File: config.mk
export PLATFORM = sky130hd
export DESIGN_NAME = stall_ctrl
export DESIGN_NICKNAME = d
export VERILOG_FILES = /design/src/rtl/stall_ctrl_pkg.sv /design/src/rtl/mem_wait_fsm.sv /design/src/rtl/stall_ctrl.sv
export SDC_FILE = /design/constraint.sdc
export NUM_CORES = 1
export LEC_CHECK = 0
export CAP_MARGIN = 10
export CORE_ASPECT_RATIO = 1.1
export CORE_MARGIN = 2
export CORE_UTILIZATION = 34
export CTS_CLUSTER_SIZE = 16
export DETAILED_ROUTE_END_ITERATION = 10
export HOLD_SLACK_MARGIN = 0.05
export PLACE_DENSITY = 0.82
export SETUP_SLACK_MARGIN = 0.4
export SLEW_MARGIN = 15
export SYNTH_ARGS = -nofsm -noshare
export SYNTH_HDL_FRONTEND = slang
export SYNTH_SLANG_ARGS = --single-unit
export TNS_END_PERCENT = 30
File: constraint.sdc
create_clock -name clk -period 1.89 [get_ports clk]
set_input_delay 0.189 -clock clk [delete_from_list [all_inputs] [get_ports clk]]
set_output_delay 0.189 -clock clk [all_outputs]
set_load 0.01 [all_outputs]
File: src/rtl/stall_ctrl_pkg.sv
// Shared types and constants for the pipeline stall/flush controller.
// Holds the memory-wait FSM state encoding and the default data-memory timeout.
package stall_ctrl_pkg;

   localparam int MEM_TIMEOUT_DEF = 15;
   localparam int WAIT_CNT_W      = 8;

   typedef enum logic [1:0] {
      RUN  = 2'd0,
      WAIT = 2'd1,
      ERR  = 2'd2
   } mem_state_e;

   typedef struct packed {
      logic stall_f;
      logic stall_d;
      logic stall_e;
      logic stall_m;
      logic flush_d;
      logic flush_e;
      logic flush_w;
   } ctrl_t;

   // x0 is hard-wired zero, so a load targeting it never creates a hazard.
   function automatic logic load_use_hit(input logic [4:0] rd,
                                         input logic [4:0] rs1,
                                         input logic [4:0] rs2);
      return (rd != 5'd0) && ((rd == rs1) || (rd == rs2));
   endfunction

endpackage

File: src/rtl/mem_wait_fsm.sv
// Data-memory wait tracker: MemStall is combinational same-cycle, MemErr is a registered 1-cycle pulse.
// Backpressure: holds the pipeline while an access is outstanding, aborts after MEM_TIMEOUT wait cycles.
module mem_wait_fsm
   import stall_ctrl_pkg::*;
#(
   parameter int MEM_TIMEOUT = MEM_TIMEOUT_DEF
) (
   input  logic clk,
   input  logic reset,
   input  logic req,
   input  logic ready,
   output logic mem_stall,
   output logic mem_err
);

   localparam logic [WAIT_CNT_W-1:0] TIMEOUT_C = WAIT_CNT_W'(MEM_TIMEOUT);

   mem_state_e            state;
   logic [WAIT_CNT_W-1:0] wait_cnt;
   logic                  err_q;

   // The ERR cycle releases the pipeline even though the request is still pending.
   assign mem_stall = !reset && req && !ready && (state != ERR);
   assign mem_err   = err_q;

   always_ff @(posedge clk or posedge reset) begin
      if (reset) begin
         state    <= RUN;
         wait_cnt <= '0;
         err_q    <= 1'b0;
      end else begin
         err_q <= 1'b0;
         case (state)
            RUN: begin
               if (req && !ready) begin
                  state    <= WAIT;
                  wait_cnt <= WAIT_CNT_W'(1);
               end
            end
            WAIT: begin
               // A withdrawn request also ends the wait, so no spurious abort follows it.
               if (ready || !req) begin
                  state <= RUN;
               end else if (wait_cnt == TIMEOUT_C) begin
                  state <= ERR;
                  err_q <= 1'b1;
               end else begin
                  wait_cnt <= wait_cnt + WAIT_CNT_W'(1);
               end
            end
            ERR: begin
               state    <= RUN;
               wait_cnt <= '0;
            end
            default: begin
               state    <= RUN;
               wait_cnt <= '0;
            end
         endcase
      end
   end

endmodule

File: src/rtl/stall_ctrl.sv
// Pipeline hazard priority (mem wait > branch > load-use) with optional STALL_CTRL_PERF_EN counters.
// Latency: controls are combinational from inputs; memory waits backpressure F/D/E/M until ready or timeout.
module stall_ctrl
   import stall_ctrl_pkg::*;
#(
   parameter int MEM_TIMEOUT = MEM_TIMEOUT_DEF,
   parameter int CNT_W       = 32
) (
   input  logic             clk,
   input  logic             reset,
   input  logic [4:0]       Rs1D,
   input  logic [4:0]       Rs2D,
   input  logic [4:0]       RdE,
   input  logic             MemReadE,
   input  logic             PCSrcE,
   input  logic             DMemReqM,
   input  logic             DMemReadyM,
   output logic             StallF,
   output logic             StallD,
   output logic             StallE,
   output logic             StallM,
   output logic             FlushD,
   output logic             FlushE,
   output logic             FlushW,
   output logic             MemErr,
   output logic [CNT_W-1:0] StallCnt,
   output logic [CNT_W-1:0] FlushCnt
);

   logic  mem_stall;
   logic  mem_err;
   logic  load_use;
   ctrl_t ctrl;

   mem_wait_fsm #(
      .MEM_TIMEOUT (MEM_TIMEOUT)
   ) u_fsm (
      .clk       (clk),
      .reset     (reset),
      .req       (DMemReqM),
      .ready     (DMemReadyM),
      .mem_stall (mem_stall),
      .mem_err   (mem_err)
   );

   assign load_use = MemReadE && load_use_hit(RdE, Rs1D, Rs2D);

   always_comb begin
      ctrl = '0;
      if (mem_stall) begin
         ctrl.stall_f = 1'b1;
         ctrl.stall_d = 1'b1;
         ctrl.stall_e = 1'b1;
         ctrl.stall_m = 1'b1;
         ctrl.flush_w = 1'b1;
      end else if (PCSrcE) begin
         ctrl.flush_d = 1'b1;
         ctrl.flush_e = 1'b1;
      end else if (load_use) begin
         ctrl.stall_f = 1'b1;
         ctrl.stall_d = 1'b1;
         ctrl.flush_e = 1'b1;
      end
      // The aborted access must not retire into writeback.
      if (mem_err) begin
         ctrl.flush_w = 1'b1;
      end
      if (reset) begin
         ctrl = '0;
      end
   end

   assign StallF = ctrl.stall_f;
   assign StallD = ctrl.stall_d;
   assign StallE = ctrl.stall_e;
   assign StallM = ctrl.stall_m;
   assign FlushD = ctrl.flush_d;
   assign FlushE = ctrl.flush_e;
   assign FlushW = ctrl.flush_w;
   assign MemErr = mem_err && !reset;

`ifdef STALL_CTRL_PERF_EN
   logic [CNT_W-1:0] stall_cnt_q;
   logic [CNT_W-1:0] flush_cnt_q;

   // FlushE with PCSrcE set can only come from the branch leg of the priority chain.
   always_ff @(posedge clk or posedge reset) begin
      if (reset) begin
         stall_cnt_q <= '0;
         flush_cnt_q <= '0;
      end else begin
         if (ctrl.stall_f && (stall_cnt_q != '1)) begin
            stall_cnt_q <= stall_cnt_q + CNT_W'(1);
         end
         if (ctrl.flush_e && PCSrcE && (flush_cnt_q != '1)) begin
            flush_cnt_q <= flush_cnt_q + CNT_W'(1);
         end
      end
   end

   assign StallCnt = stall_cnt_q;
   assign FlushCnt = flush_cnt_q;
`else
   assign StallCnt = '0;
   assign FlushCnt = '0;
`endif

endmodule

==> implementation parameters, run 1 <==
Parameter                              Value

Status
  Outcome    finished, final reports clean

CTS
  TritonCTS clock tree    built
  Cell chosen for the clock root    sky130_fd_sc_hd__clkbuf_4
  Clock latency on the worst-skew pair    0.26 ns
  Worst-path clk slew    0.07 ns
  Number of buffers added by the clock tree synthesis step    3
  Count of clock tree sinks    11
  Maximum clock path buffer count    2
  Hold_buf cts    0
  H-Tree Depth    1

Worst setup path
  Family with the most delay on the worst path    simple AND/OR/NAND/NOR gates
  Buffers and inverters on the worst path    1
  Data required time of the critical path    approximately 2 ns
  Critical path, cell by cell    or4b_4 > o31ai_4 > buf_6 > nor3_2 > o21ba_2
  Biggest fanout along the worst timing path    6
  CP Capture Type    flop
  CP Data Arrival Time    between 1.5 and 2 ns
  Setup CP Type    reg2reg
  Critical Path Slowest Stage Cell    sky130_fd_sc_hd__or4b_4
  Crit path largest cell delay    0.56 ns
  Sort of element at the start of the critical path    flop

Global route
  Largest net degree at the start of global routing    12
  Combined global-route utilization of all metal layers    0.0974
  Initial antenna violation count    0
  Wire length of the first global-routing pass    2990 microns
  Number of global-route vias before repair    about 750
  Total gr overflow    0

Logic synthesis
  Cell Area, Synth    1230 sq um
  Cell count after synthesis    149
  Number of synthesized register bits    11
  Number of warnings issued by yosys    0
  Sequential area share after synthesis    0.223
  Cell type with the highest aggregate area in the netlist    sky130_fd_sc_hd__buf_4
  Synth Area per Inst    ~8.3 sq um
  Leading cell types by total area after synthesis    sky130_fd_sc_hd__buf_4 (40%), sky130_fd_sc_hd__dfrtp_1 (22%), sky130_fd_sc_hd__xor2_1 (9.2%), sky130_fd_sc_hd__nor2_1 (2.7%), sky130_fd_sc_hd__nand2_1 (2.1%)
  Portion of synthesized cell area occupied by the leading cell type    0.401
  Count of unique library cells instantiated by Yosys    31

Drt
  Number of search-and-repair iterations in the first detailed-routing pass    4
  Vias after detailed routing    around 970
  Drt wl/cell    10.2 microns
  # DRC    0
  Topmost layer with routed signal wires    met4
  Wire length on met3    just over 300 microns
  Routed Wire Length    2500 microns
  Post-DR vias/cell    3.94
  DRC violation total after the first TritonRoute iteration    32
  Number of nets with antenna violations after routing    0
  M1 wire length    815 microns
  Met2 wire len    roughly 1400 microns

Floorplan
  Area of the die    4130 sq um
  Io pins    93
  Initial cell density of the core    0.362
  X dimension of the die    61.5 microns
  Placeable core region    3410 sq um
  Height of the die    67.2 microns
  Cell row count    22

STA
  Count of final hold-check violations    0
  Final Cycle Share    0.887
  Achievable Freq    0.597 GHz
  Minimum clock period    1.68 ns
  Total of endpoints with negative setup slack in the final report    0
  Unrepaired setup endpoints after global routing    true
  Clock Skews    a little under 0.002 ns
  Final Max Tran Viols    0
  Final Hold Slack    0.430 ns

Power and ir drop
  Internal portion of total power    about 0.00043 W
  Leakage power    between 0.9 and 1 nW
  Switching Share    0.348
  Worst voltage drop across the vdd grid    0.000122 V
  Clock group share of total power    0.236
  Cell Pwr Density    420 nW/um^2
  Fraction of power consumed by combinational cells    0.376
  Sequential Power Share    0.388
  Psw    0.000231 W

Finish
  Synthesis-to-finish area growth    28.2%
  Share of the core filled with cells in the final layout    0.464
  Nets@finish    221
  Layout cell share with drive strength beyond 1    0.278
  Diodes inserted    0
  Number of fillers in the final layout    339

Placed design
  Port Buffers    28
  Global placement routability congestion    about 0.84
  Detail Placement HPWL    approximately 1700 microns

Worst hold path
  Path type of the worst min-delay path    in2async

Run
  Max-Cap Viols    0
-- power by group through the flow --
stage	Clock (W)	Sequential, W	Combinational (W)
5_1_grt	0.000179	0.000260	0.000275
6_report	0.000157	0.000258	0.000250
4_1_cts	0.000166	0.000256	0.000212
3_5_place_dp	0	0.000263	0.000204
2_1_floorplan	0	0.000260	0.000220
3_3_place_gp	0	0.000263	0.000202
-- tightest hold or removal path, delay by kind of cell --
family / cells / cell delay (ns)
buffers and inverters: 3 / 0.93
-- worst paths after layout --
kind                                    from                end  slack, ns  cells past startpoint
setup / recovery           u_fsm.wait_cnt[4]  u_fsm.wait_cnt[3]       0.21                      5
hold / removal                         reset     u_fsm.state[1]       0.43                      3
setup reg to reg           u_fsm.wait_cnt[4]  u_fsm.wait_cnt[3]       0.21                      5
hold reg to reg               u_fsm.state[1]  u_fsm.wait_cnt[1]       0.57                      2
max in group asynchronous              reset  u_fsm.wait_cnt[1]       1.14                      3
min in group clk                    DMemReqM      u_fsm.mem_err       0.51                      4
-- repair_timing --
item / in CTS / in global routing
pin swaps: 12 / 18
setup buffers: 7 / 5
setup endpoints to repair: 13 / 15
gates resized for setup: 45 / 34
-- kinds of logic (layout without fill, tap and decap cells) --
kind of cell	after synthesis	in the layout	synth area share
other	1	64	0.00304
and+or+nand+nor	38	38	0.167
DFF	11	11	0.223
AOI/OAI and AO/OA	13	13	0.0801
buffers and inverters	71	57	0.416
muxes	1	1	0.00811
xor gates and xnor gates	13	13	0.0922
adders and majority gates	1	1	0.0101
-- synthesized netlist by cell type (all sizes together) --
master / n
or4b: 1
or4: 1
buf: 66
nor4: 2
or2: 2
nor2b: 2
dfrtp: 11
o22ai: 1
a22oi: 1
o21a: 1
or3: 3
mux2i: 1
inv: 5
nand2: 7
conb: 1
and3: 1
nor2: 9
o31ai: 1
nand4: 3
ha: 1
nor3: 3
o41ai: 1
a21o: 1
and4b: 1
nand2b: 1
a21oi: 4
o21ba: 1
o21ai: 2
nand3: 2
xor2: 13
-- placed cells by master, fill, tap and decap left out, types with 2 or more instances in the layout --
cell,count
sky130_fd_sc_hd__dfrtp_1,10
sky130_fd_sc_hd__inv_1,5
sky130_fd_sc_hd__clkbuf_2,2
sky130_fd_sc_hd__dlygate4sd2_1,8
sky130_fd_sc_hd__buf_6,5
sky130_fd_sc_hd__or2_2,2
sky130_fd_sc_hd__nand4_1,3
sky130_fd_sc_hd__a21oi_1,3
sky130_fd_sc_hd__nor2_1,8
sky130_fd_sc_hd__nor3_2,3
sky130_fd_sc_hd__nand2_1,6
sky130_fd_sc_hd__clkbuf_4,3
sky130_fd_sc_hd__nor4_1,2
sky130_fd_sc_hd__or3_4,2
sky130_fd_sc_hd__clkdlybuf4s50_1,3
sky130_fd_sc_hd__buf_4,18
sky130_fd_sc_hd__xor2_1,13
sky130_fd_sc_hd__dlymetal6s2s_1,8
sky130_fd_sc_hd__conb_1,64
sky130_fd_sc_hd__buf_2,3
-- flip-flops by register name, indices dropped and copies added, names as in the netlist --
| signal | cells |
|---|---|
| u_fsm.mem_err | 1 |
| u_fsm.wait_cnt | 8 |
| u_fsm.state | 2 |
-- metal layers --
layer  vias to the layer above  global-route usage
met5                         -                   0
met4                         0              0.0319
li1                        460                   -
met2                        57               0.198
met1                       450              0.0861
met3                         2              0.0307
-- final cells by class --
cell class | count | area [sq um] | area share
clock buffer | 4 | 26.3 | 0.0166
inverter | 5 | 18.8 | 0.0119
multi-input combinational | 130 | 774 | 0.489
sequential | 11 | 277 | 0.175
tap | 48 | 60.1 | 0.0379
timing repair buffer | 48 | 427 | 0.270
-- through the flow --
stage	instance area, sq um	std cells	TNS, ns	setup WS (ns)	total power, W
6_report	1580	246	0	0.214	0.000665
5_1_grt	1580	246	0	0.163	0.000715
4_1_cts	1450	241	0	0.208	0.000634
3_5_place_dp	1380	230	-1.59	-0.440	0.000467
3_3_place_gp	1380	230	-1.47	-0.412	0.000464
2_1_floorplan	1470	212	0	0.254	0.000480
Note: power is estimated with default switching activity, not from simulation.
==> inputs of run 2 (changes only) <==
Settings changed: MAX_ROUTING_LAYER set to met4, TNS_END_PERCENT 30 to not set.
==> run 2 against run 1 <==
Hold slack lost 0.31 ns. Critical path depth grew 1. Via count is 0.72% higher. Sequential power hardly changed. Largest cell class unchanged.
==> implementation parameters, run 2 (same netlist as run 1, synthesis figures left out) <==
Parameter                              Value

Finish
  Diodes inserted    0 (unchanged)
  Synthesis-to-finish area growth    27.5% (was 28.2%)
  Layout cell share with drive strength beyond 1    0.294 (was 0.278)
  Most frequent cells in the layout    sky130_fd_sc_hd__conb_1 (64), sky130_fd_sc_hd__buf_4 (15), sky130_fd_sc_hd__xor2_1 (13) (was sky130_fd_sc_hd__conb_1 (64), sky130_fd_sc_hd__buf_4 (18), sky130_fd_sc_hd__xor2_1 (13))
  Number of fillers in the final layout    336 (was 339)
  Most frequent standard cell in the layout excluding fill and tap cells    sky130_fd_sc_hd__conb_1 (unchanged)
  Largest register by flop count    u_fsm.wait_cnt (unchanged)
  Nets@finish    220 (was 221)
  Flip-flop count of the largest register after layout    8 (unchanged)
  Area of the multi-input gates    796 sq um (was 774 sq um)
  Register area    275 sq um (was 277 sq um)
  Count of non-filler cells in the finished layout    245 (was 246)

Placed design
  Port Buffers    28 (unchanged)
  Global placement routability congestion    0.854 (was 0.840)
  Detail Placement HPWL    1860 microns (was 1750 microns)
  Cell count after placement    230 (unchanged)

Global route
  Initial antenna violation count    0 (unchanged)
  Number of global-route vias before repair    846 (was 749)
  Total gr overflow    0 (unchanged)
  Largest net degree at the start of global routing    12 (unchanged)
  Wire length of the first global-routing pass    3430 microns (was 2990 microns)
  Combined global-route utilization of all metal layers    0.118 (was 0.0974)

Worst setup path
  Sort of element at the start of the critical path    flop (unchanged)
  Family with the most delay on the worst path    simple AND/OR/NAND/NOR gates (unchanged)
  Worst path most repeated cell    sky130_fd_sc_hd__buf_6
  CP Data Arrival Time    1.83 ns (about the same)
  Buffers and inverters on the worst path    2 (was 1)
  Data required time of the critical path    2.07 ns (was 2.05 ns)
  Crit path largest cell delay    0.48 ns (was 0.56 ns)
  Setup CP Type    reg2reg (unchanged)
  CP Capture Type    flop (unchanged)
  Critical path, cell by cell    buf_6 > or4b_4 > o31ai_4 > buf_6 > nor3_1 > o21ba_2 (was or4b_4 > o31ai_4 > buf_6 > nor3_2 > o21ba_2)
  Biggest fanout along the worst timing path    8 (was 6)
  Critical Path Slowest Stage Cell    sky130_fd_sc_hd__or4b_4 (unchanged)

CTS
  Cell chosen for the clock root    sky130_fd_sc_hd__clkbuf_4 (unchanged)
  TritonCTS clock tree    built (unchanged)
  Count of clock tree sinks    11 (unchanged)
  Worst-path clk slew    0.07 ns (about the same)
  Clock latency on the worst-skew pair    0.28 ns (was 0.26 ns)
  Maximum clock path buffer count    2 (unchanged)
  H-Tree Depth    1 (unchanged)
  Hold_buf cts    0 (unchanged)
  Number of buffers added by the clock tree synthesis step    3 (unchanged)

STA
  Achievable Freq    0.607 GHz (was 0.597 GHz)
  Final Max Tran Viols    0 (unchanged)
  Total of endpoints with negative setup slack in the final report    0 (unchanged)
  Clock Skews    0.00120 ns (was 0.00198 ns)
  Final Cycle Share    0.872 (was 0.887)
  Minimum clock period    1.65 ns (was 1.68 ns)
  Unrepaired setup endpoints after global routing    true (unchanged)
  Count of final hold-check violations    0 (unchanged)

Floorplan
  Initial cell density of the core    0.362 (unchanged)
  Cell row count    22 (unchanged)
  X dimension of the die    61.5 microns (unchanged)
  Height of the die    67.2 microns (unchanged)
  Io pins    93 (unchanged)
  Placeable core region    3410 sq um (unchanged)
  Area of the die    4130 sq um (unchanged)

Drt
  DRC violation total after the first TritonRoute iteration    10 (was 32)
  Number of search-and-repair iterations in the first detailed-routing pass    4 (unchanged)
  Vias after detailed routing    976 (was 969)
  Post-DR vias/cell    3.98 (was 3.94)
  Number of nets with antenna violations after routing    0 (unchanged)
  Routed Wire Length    2550 microns (was 2500 microns)
  # DRC    0 (unchanged)
  Drt wl/cell    10.4 microns (was 10.2 microns)

Power and ir drop
  Psw    0.000241 W (was 0.000231 W)
  Sequential Power Share    0.386 (was 0.388)
  Fraction of power consumed by combinational cells    0.360 (was 0.376)
  Worst voltage drop across the vdd grid    0.000124 V (was 0.000122 V)
  Switching Share    0.360 (was 0.348)
  Overall power after layout    0.000668 W (was 0.000665 W)
  Clock group share of total power    0.254 (was 0.236)
  Cell Pwr Density    425 nW/um^2 (was 420 nW/um^2)
  Internal portion of total power    0.000428 W (was 0.000434 W)
  Leakage power    0.845 nW (was 0.902 nW)

Worst hold path
  Path type of the worst min-delay path    in2async (unchanged)

Status
  Outcome    finished, final reports clean (unchanged)

Run
  Max-Cap Viols    0 (unchanged)
## run 2: repair_timing
item / in CTS / in global routing
endpoints found under the setup margin: 13 / 13
pin swaps: 20 / 13
resized for setup: 83 / 23
setup buffers: 7 / 4
## run 2: final timing paths
kind                              startpoint           endpoint  slack [ns]  cells after the start
max                           u_fsm.state[0]  u_fsm.wait_cnt[3]        0.24                      6
min                                    reset      u_fsm.mem_err        0.12                      3
max reg2reg                   u_fsm.state[0]  u_fsm.wait_cnt[3]        0.24                      6
min reg2reg                u_fsm.wait_cnt[1]  u_fsm.wait_cnt[1]        0.59                      2
max in group asynchronous              reset  u_fsm.wait_cnt[5]        1.48                      3
min in group clk           u_fsm.wait_cnt[1]  u_fsm.wait_cnt[1]        0.59                      2
## run 2: worst reg2reg max path, cell delays in order, from the launching register on
cell and delay (ns):
sky130_fd_sc_hd__dfrtp_1 0.37, sky130_fd_sc_hd__buf_6 0.11, sky130_fd_sc_hd__or4b_4 0.48, sky130_fd_sc_hd__o31ai_4 0.20, sky130_fd_sc_hd__buf_6 0.16, sky130_fd_sc_hd__nor3_1 0.05, sky130_fd_sc_hd__o21ba_2 0.19
## run 2: stage by stage
| step | hold slack [ns] | setup slack (ns) | area, sq um | TNS, ns | util |
|---|---|---|---|---|---|
| final | 0.115 | 0.241 | 1570 | 0 | 0.461 |
| after global routing | 0.162 | 0.182 | 1570 | 0 | 0.461 |
| after CTS | 0.427 | 0.222 | 1490 | 0 | 0.437 |
| after detailed placement | 0.561 | -0.439 | 1380 | -1.67 | 0.403 |
| after global placement | 0.527 | -0.383 | 1380 | -1.50 | 0.403 |
| after floorplan | 0.0414 | 0.254 | 1470 | 0 | - |
## run 2: area by class of cell
cell class              count  area share
flip-flops and latches     11       0.175
inverters                   5      0.0119
repair buffers             47       0.253
clock buffers               4      0.0167
multi-input cells         130       0.506
well taps                  48      0.0382
## run 2: routing by layer
layer	part of all wire	vias up	GRT usage
li1	-	452	-
met1	0.31	451	0.0918
met2	0.56	68	0.231
met3	0.11	5	0.0383
met4	0.018	0	0.0612
met5	0	-	-
## run 2: power by group through the flow
stage               Sequential (W)  Clock (W)  Combinational [W]
finish                    0.000258   0.000170           0.000241
global route              0.000259   0.000184           0.000266
CTS                       0.000257   0.000172           0.000220
detailed placement        0.000263          0           0.000206
global placement          0.000262          0           0.000201
floorplan                 0.000260          0           0.000220
==> inputs of run 3 (changes only) <==
Settings changed: CTS_CLUSTER_DIAMETER set to 100.
==> results of run 3 <==
The final DEF is identical to that of run 2; final timing and power are the same.
